--- src/rtl/pad_input_conditioner.sv ---
// pad_input_conditioner
//    Input-side conditioning for one padring side. Each pad bit is gated by its
//    input enable, synchronized into clk_i, glitch-filtered with a programmable
//    stable-count, and produces single-cycle rise/fall event pulses.
//
//    Optional feature macro: PADIN_EVT_IRQ_EN
//       defined   : sticky per-bit event pending flags with write-1-to-clear and
//                   a registered, masked interrupt output
//       undefined : evt_pending_o and irq_o are tied to 0; evt_mask_i and
//                   evt_clr_i are ignored (ports kept for identical instantiation)
//
//    Ports
//       clk_i          clock
//       rst_ni         synchronous active-low reset
//       pad_din_i      raw asynchronous pad data
//       ie_i           per-pad input enable (0 forces the sampled bit to 0)
//       filt_cycles_i  stable-count threshold N; N+1 differing samples flip din_o
//       din_o          filtered, synchronized level
//       rise_o/fall_o  1-cycle pulses coincident with the first cycle of a new din_o
//       evt_mask_i     per-bit interrupt enable
//       evt_clr_i      write-1-to-clear for pending flags
//       evt_pending_o  sticky event flags
//       irq_o          registered OR of pending & mask
module pad_input_conditioner #(
   parameter int WIDTH       = 9,
   parameter int SYNC_STAGES = 2,
   parameter int FILT_W      = 4
) (
   input  logic              clk_i,
   input  logic              rst_ni,
   input  logic [WIDTH-1:0]  pad_din_i,
   input  logic [WIDTH-1:0]  ie_i,
   input  logic [FILT_W-1:0] filt_cycles_i,
   output logic [WIDTH-1:0]  din_o,
   output logic [WIDTH-1:0]  rise_o,
   output logic [WIDTH-1:0]  fall_o,
   input  logic [WIDTH-1:0]  evt_mask_i,
   input  logic [WIDTH-1:0]  evt_clr_i,
   output logic [WIDTH-1:0]  evt_pending_o,
   output logic              irq_o
);

   // Synchronizer chain; gating by ie happens before the first flop so a
   // disabled pad looks exactly like a pad driven low.
   logic [WIDTH-1:0] sync_q [SYNC_STAGES];
   logic [WIDTH-1:0] sy;

   always_ff @(posedge clk_i) begin
      if (!rst_ni) begin
         for (int k = 0; k < SYNC_STAGES; k++) begin
            sync_q[k] <= '0;
         end
      end else begin
         sync_q[0] <= pad_din_i & ie_i;
         for (int k = 1; k < SYNC_STAGES; k++) begin
            sync_q[k] <= sync_q[k-1];
         end
      end
   end

   assign sy = sync_q[SYNC_STAGES-1];

   // Per-bit stable-count filter.
   logic [FILT_W-1:0] cnt_q [WIDTH];
   logic [FILT_W-1:0] cnt_d [WIDTH];
   logic [WIDTH-1:0]  din_q, din_d;
   logic [WIDTH-1:0]  rise_q, rise_d;
   logic [WIDTH-1:0]  fall_q, fall_d;

   always_comb begin
      din_d  = din_q;
      rise_d = '0;
      fall_d = '0;
      for (int i = 0; i < WIDTH; i++) begin
         cnt_d[i] = cnt_q[i];
         if (sy[i] == din_q[i]) begin
            cnt_d[i] = '0;
         end else if (cnt_q[i] < filt_cycles_i) begin
            cnt_d[i] = cnt_q[i] + FILT_W'(1);
         end else begin
            // ">=" rather than "==" so a threshold lowered below the running
            // count takes effect immediately instead of letting cnt wrap.
            din_d[i]  = sy[i];
            cnt_d[i]  = '0;
            rise_d[i] = sy[i];
            fall_d[i] = ~sy[i];
         end
      end
   end

   always_ff @(posedge clk_i) begin
      if (!rst_ni) begin
         din_q  <= '0;
         rise_q <= '0;
         fall_q <= '0;
         for (int i = 0; i < WIDTH; i++) begin
            cnt_q[i] <= '0;
         end
      end else begin
         din_q  <= din_d;
         rise_q <= rise_d;
         fall_q <= fall_d;
         for (int i = 0; i < WIDTH; i++) begin
            cnt_q[i] <= cnt_d[i];
         end
      end
   end

   assign din_o  = din_q;
   assign rise_o = rise_q;
   assign fall_o = fall_q;

`ifdef PADIN_EVT_IRQ_EN
   logic [WIDTH-1:0] pend_q, pend_d;
   logic             irq_q, irq_d;

   // Set wins over clear so an event landing on the clear cycle is not lost.
   always_comb begin
      pend_d = (pend_q & ~evt_clr_i) | rise_q | fall_q;
      irq_d  = |(pend_q & evt_mask_i);
   end

   always_ff @(posedge clk_i) begin
      if (!rst_ni) begin
         pend_q <= '0;
         irq_q  <= 1'b0;
      end else begin
         pend_q <= pend_d;
         irq_q  <= irq_d;
      end
   end

   assign evt_pending_o = pend_q;
   assign irq_o         = irq_q;
`else
   logic unused_evt_inputs;
   assign unused_evt_inputs = ^{evt_mask_i, evt_clr_i};
   assign evt_pending_o     = '0;
   assign irq_o             = 1'b0;
`endif

endmodule

--- config.mk ---
export PLATFORM = sky130hd
export DESIGN_NAME = pad_input_conditioner
export DESIGN_NICKNAME = d
export VERILOG_FILES = /design/src/rtl/pad_input_conditioner.sv
export SDC_FILE = /design/constraint.sdc
export NUM_CORES = 1
export LEC_CHECK = 0
export ABC_AREA = 1
export CAP_MARGIN = 20
export CELL_PAD_IN_SITES_DETAIL_PLACEMENT = 0
export CELL_PAD_IN_SITES_GLOBAL_PLACEMENT = 1
export CORE_MARGIN = 1
export CORE_UTILIZATION = 33
export CTS_CLUSTER_DIAMETER = 30
export CTS_CLUSTER_SIZE = 25
export DETAILED_ROUTE_END_ITERATION = 12
export GPL_TIMING_DRIVEN = 0
export PLACE_DENSITY_LB_ADDON = 0.08
export SYNTH_ARGS = -nofsm -noshare
export SYNTH_HDL_FRONTEND = slang
export SYNTH_SLANG_ARGS = --single-unit
--- constraint.sdc ---
create_clock -name clk_i -period 1.2 [get_ports clk_i]
set_input_delay 0.18 -clock clk_i [delete_from_list [all_inputs] [get_ports clk_i]]
set_output_delay 0.18 -clock clk_i [all_outputs]
set_load 0.05 [all_outputs]
Word level (Yosys, flattened, before mapping). Memories as Yosys holds them, arrays and structs flattened. Index checks and enable logic that the tools add are counted.

Bits in writable memories: 54. Bits in registers: 27. Input bits: 42. Memories kept: 2. Output and inout bits: 37.

Mux-type cells: 31. Bitwise logic cells: 40. Reductions and logical operators: 18. Equal/unequal tests: 9. Add/subtract/negate cells: 9. $lt $le $gt $ge: 9.

Memory list: cnt_q (words 9, width 4, read ports 9, clocked after memory_dff 0, wr ports 9, line 64) `logic [FILT_W-1:0] cnt_q [WIDTH];`; sync_q (words 2, width 9, read ports 2, clocked after memory_dff 0, wr ports 2, line 45) `logic [WIDTH-1:0] sync_q [SYNC_STAGES];`.

Operators with widths (count): 4-bit two-way mux (27); 4-bit by 1-bit adder with 4-bit output (second input constant) (9); 4-bit < comparator (9); 1-bit NOT (28); 3-bit OR reduction (9); 9-bit two-way mux (2); 2-bit AND reduction (9); 1-bit bitwise OR (11); 9-bit bitwise AND (1); 1-bit == test (9); 1-bit two-way mux (2).

Logic depth before layout (Yosys ltp). An unclocked memory read counts as a cell.

Depth after elaboration: 5. Depth in mapped cells: 8.

Worst setup path before layout. OpenSTA, ideal clock, no wires.

Kind: register -> register. From: register din_q[0], in the netlist din_o[0]. To: memory cnt_q[0][0]. Required time: 1.135 ns. Cell stages (with the launch flop): 5. Path slack: -0.044 ns. Arrival time: 1.179 ns. Path buffers: 0. Cells stage by stage: dfxtp_1 o21ai_0 a21oi_2 nand3_2 nor2_1.

RTL lines: from (decl) (line 66) `logic [WIDTH-1:0] din_q, din_d;`; from (signal assigned) (line 100) `din_q <= din_d;`; to (decl) (line 64).

Worst setup path after layout.
From: register din_q[1], in the netlist din_o[1]. To: output port din_o[1].

RTL lines: to (decl) (line 34) `output logic [WIDTH-1:0] din_o,`.

No word-level cell between the ends.

==> impl_metrics.json <==
{
  "fin_setup_tns_ps": 0,
  "p_leak_nw": 2.25,
  "final.min_clock_period_ps": 1160,
  "drc_errors": 0,
  "drt_pass1_iterations": 4,
  "place_ws_ps": -736,
  "cts_root_buf": "clkbuf_8",
  "die_w_um": 107,
  "startpoint": "din_o[1]",
  "grt_pass1_vias": 2527,
  "cap_violations": 0,
  "critPathMaxFanout": 4,
  "core_sq_mm": 0.0105,
  "r2r_end": "fall_o[1]",
  "worst_slack_ps": 41.8,
  "area_growth_pct": 31.8,
  "gr-usage-all-layers": 0.143,
  "setup_viol": 0,
  "fill_cells": 1078,
  "cts_tree": "built",
  "pin_count": 79,
  "clkTransAtPathRegs_ps": 90,
  "grt_pass1_wl_um": 12400,
  "grt_max_degree": 14,
  "critPathArrivalTime_ps": 980,
  "reg2reg_depth": 7,
  "clock_path_buffers": 2,
  "hold_viol": 0,
  "antenna_found_initial": 0,
  "cts.sinks": 81,
  "power_density_mw_per_mm2": 1110,
  "drtIter0Drc": 79,
  "finalNetCount": 596,
  "gp_congestion": 0.721,
  "hold_start": "rst_ni",
  "cp_num_buf_inv": 1,
  "num_rows": 37,
  "synth_area_per_cell_sq_um": 8.20,
  "status": "finished clean",
  "die_area_sq_mm": 0.0114,
  "cts-htree-levels": 3,
  "worst_path_dominant_cell_family": "flip-flops",
  "crit_slowest_cell": "dfxtp_2",
  "syn_inst": 442,
  "peakVddDrop_v": 0.000545,
  "vias_per_cell": 4.22,
  "crit_chain": "buf_2",
  "clock_skew_ps": 9.17,
  "insertedDiodeCount": 0,
  "yosysTopAreaCellShare": 0.448,
  "wl_per_cell_um": 11.4,
  "critical_path_class": "reg -> out",
  "syn_area_sq_mm": 0.00362,
  "initial_core_util": 0.346,
  "critical_path.startpoint_type": "register",
  "synth_top_cell_by_area": "dfxtp_1",
  "ys_types": 17,
  "reg2reg_slack_ps": 70,
  "drive_gt1_frac": 0.289,
  "worstHoldPathCells": 5,
  "crit_path_max_incr_delay_ps": 360,
  "wirelength_um": 7490,
  "regToRegStartpoint": "cnt_q[0][5]",
  "min_to": "rise_o[3]",
  "ys_top_cells_by_area": "dfxtp_1 45%, ha_1 12%, nand2_1 8.4%",
  "ys_ff_latch": 81,
  "ys_seq_area_frac": 0.448,
  "end_kind": "output pin",
  "max_freq_ghz": 0.863,
  "cts_made_buffers": 9,
  "instances_no_fill": 658,
  "postRouteAntennaNets": 0,
  "dp_hpwl_um": 4810,
  "slew_violations": 0,
  "cp.required_ps": 1020,
  "hp-class": "in -> reg",
  "fin_crit_sh": 0.965,
  "via_count": 2775,
  "fp.dieH_um": 107,
  "clkLatencyLatePin_ps": 350,
  "portBuffers": 48,
  "yosysWarningCount": 0,
  "dp_cells": 635,
  "rsz0062_at_grt": "true",
  "grt_overflow_total": 0
}
==> placed cells by master (no fill, tap or decap), types with 2 or more instances in the layout <==
cell and count:
ha_4 10, inv_1 62, buf_2 20, conb_1 10, dfxtp_1 53, buf_6 2
buf_4 18, ha_1 26, o21ai_0 9, a21oi_1 8, clkdlybuf4s50_1 18, dfxtp_2 27
nand3_4 3, xor2_1 9, inv_2 2, nand3_2 8, a21oi_4 8, a21oi_2 11
nand2_2 11, nor2_2 2, nand2_1 79, clkbuf_8 9, clkinv_2 3, nand3_1 16
xnor2_1 9, clkbuf_4 7, nor2_1 70, clkinvlp_4 5
==> flip-flops by register name, indices dropped and copies added (netlist names) <==
register and flops:
cnt_q 36, sync_q 18, din_o 9, fall_o 9
rise_o 9
==> worst min-delay path: cells and delay by family <==
family          cells  cell delay [ps]
buf+inv             1              180
simple gates        2              100
compound gates      2              170
==> timing repair <==
| action | in CTS | in global routing |
|---|---|---|
| pin swaps | 12 | 10 |
| hold buffers | 0 | 0 |
| gates cloned | 1 | 0 |
| hold endpoints to repair | 0 | 0 |
| resized for setup | 160 | 41 |
| endpoints found under the setup margin | 90 | 63 |
| setup buffers | 5 | 2 |
==> metal layers <==
metal | vias to the layer above | part of all wire | GRT usage
met3 | 7 | 0.038 | 0.0389
met2 | 48 | 0.49 | 0.246
met1 | 1218 | 0.46 | 0.172
met5 | - | 0 | 0
met4 | 0 | 0.012 | 0.0440
li1 | 1502 | - | -
==> power breakdown <==
group	leakage, nW	switching, W	internal [W]
logic	1.49	0.000342	0.000229
registers	0.670	0.0000397	0.00273
clock network	0.0909	0.00101	0.000939
total	2.25	0.00139	0.00390
==> synth_stat cells, drive strengths merged <==
cell type and n:
nand2 90, dfxtp 81, nor2 72, inv 67
ha 36, a21oi 27, nand3 27, buf 14
o21ai 9, xnor2 9, xor2 9, conb 1
==> layout make-up <==
class | instances | area (sq um) | share of cell area
Clock inverter | 6 | 60.1 | 0.0126
Clock buffer | 9 | 124 | 0.0260
Multi-Input combinational cell | 289 | 1940 | 0.406
Sequential cell | 81 | 1660 | 0.348
Buffer | 14 | 113 | 0.0236
Timing Repair Buffer | 56 | 449 | 0.0941
Inverter | 67 | 263 | 0.0550
Tap cell | 136 | 170 | 0.0356
==> cells by family after synthesis <==
group | count (synthesis) | share of synthesized area
AND/OR/NAND/NOR | 189 | 0.224
buffers and inverters | 81 | 0.101
flip-flops | 81 | 0.448
AO/OA/AOI/OAI | 36 | 0.0591
adder cells (fa/ha/maj) | 36 | 0.124
XOR/XNOR | 18 | 0.0435
other | 1 | 0.00104
==> per-stage QoR <==
stage	hold slack (ps)	power, W	cell area (sq um)	utilization
after detailed placement	397	0.00335	4350	0.416
after global routing	315	0.00555	4770	0.456
after CTS	317	0.00537	4670	0.446
after floorplan	294	0.00318	3700	-
after global placement	394	0.00335	4350	0.416
final	315	0.00529	4770	0.456
==> how the worst max path moves through the flow <==
| stage | end | slack (ps) | depth (start not counted) |
|---|---|---|---|
| 2_1_floorplan | din_o[1] | 50 | 6 |
| 3_3_place_gp | fall_o[8] | -720 | 7 |
| 3_5_place_dp | fall_o[8] | -740 | 7 |
| 4_1_cts | din_o[0] | 4 | 1 |
| 5_1_grt | din_o[1] | -20 | 7 |
| 6_report | din_o[1] | 40 | 1 |
Note: power is estimated with default switching activity, not from simulation.
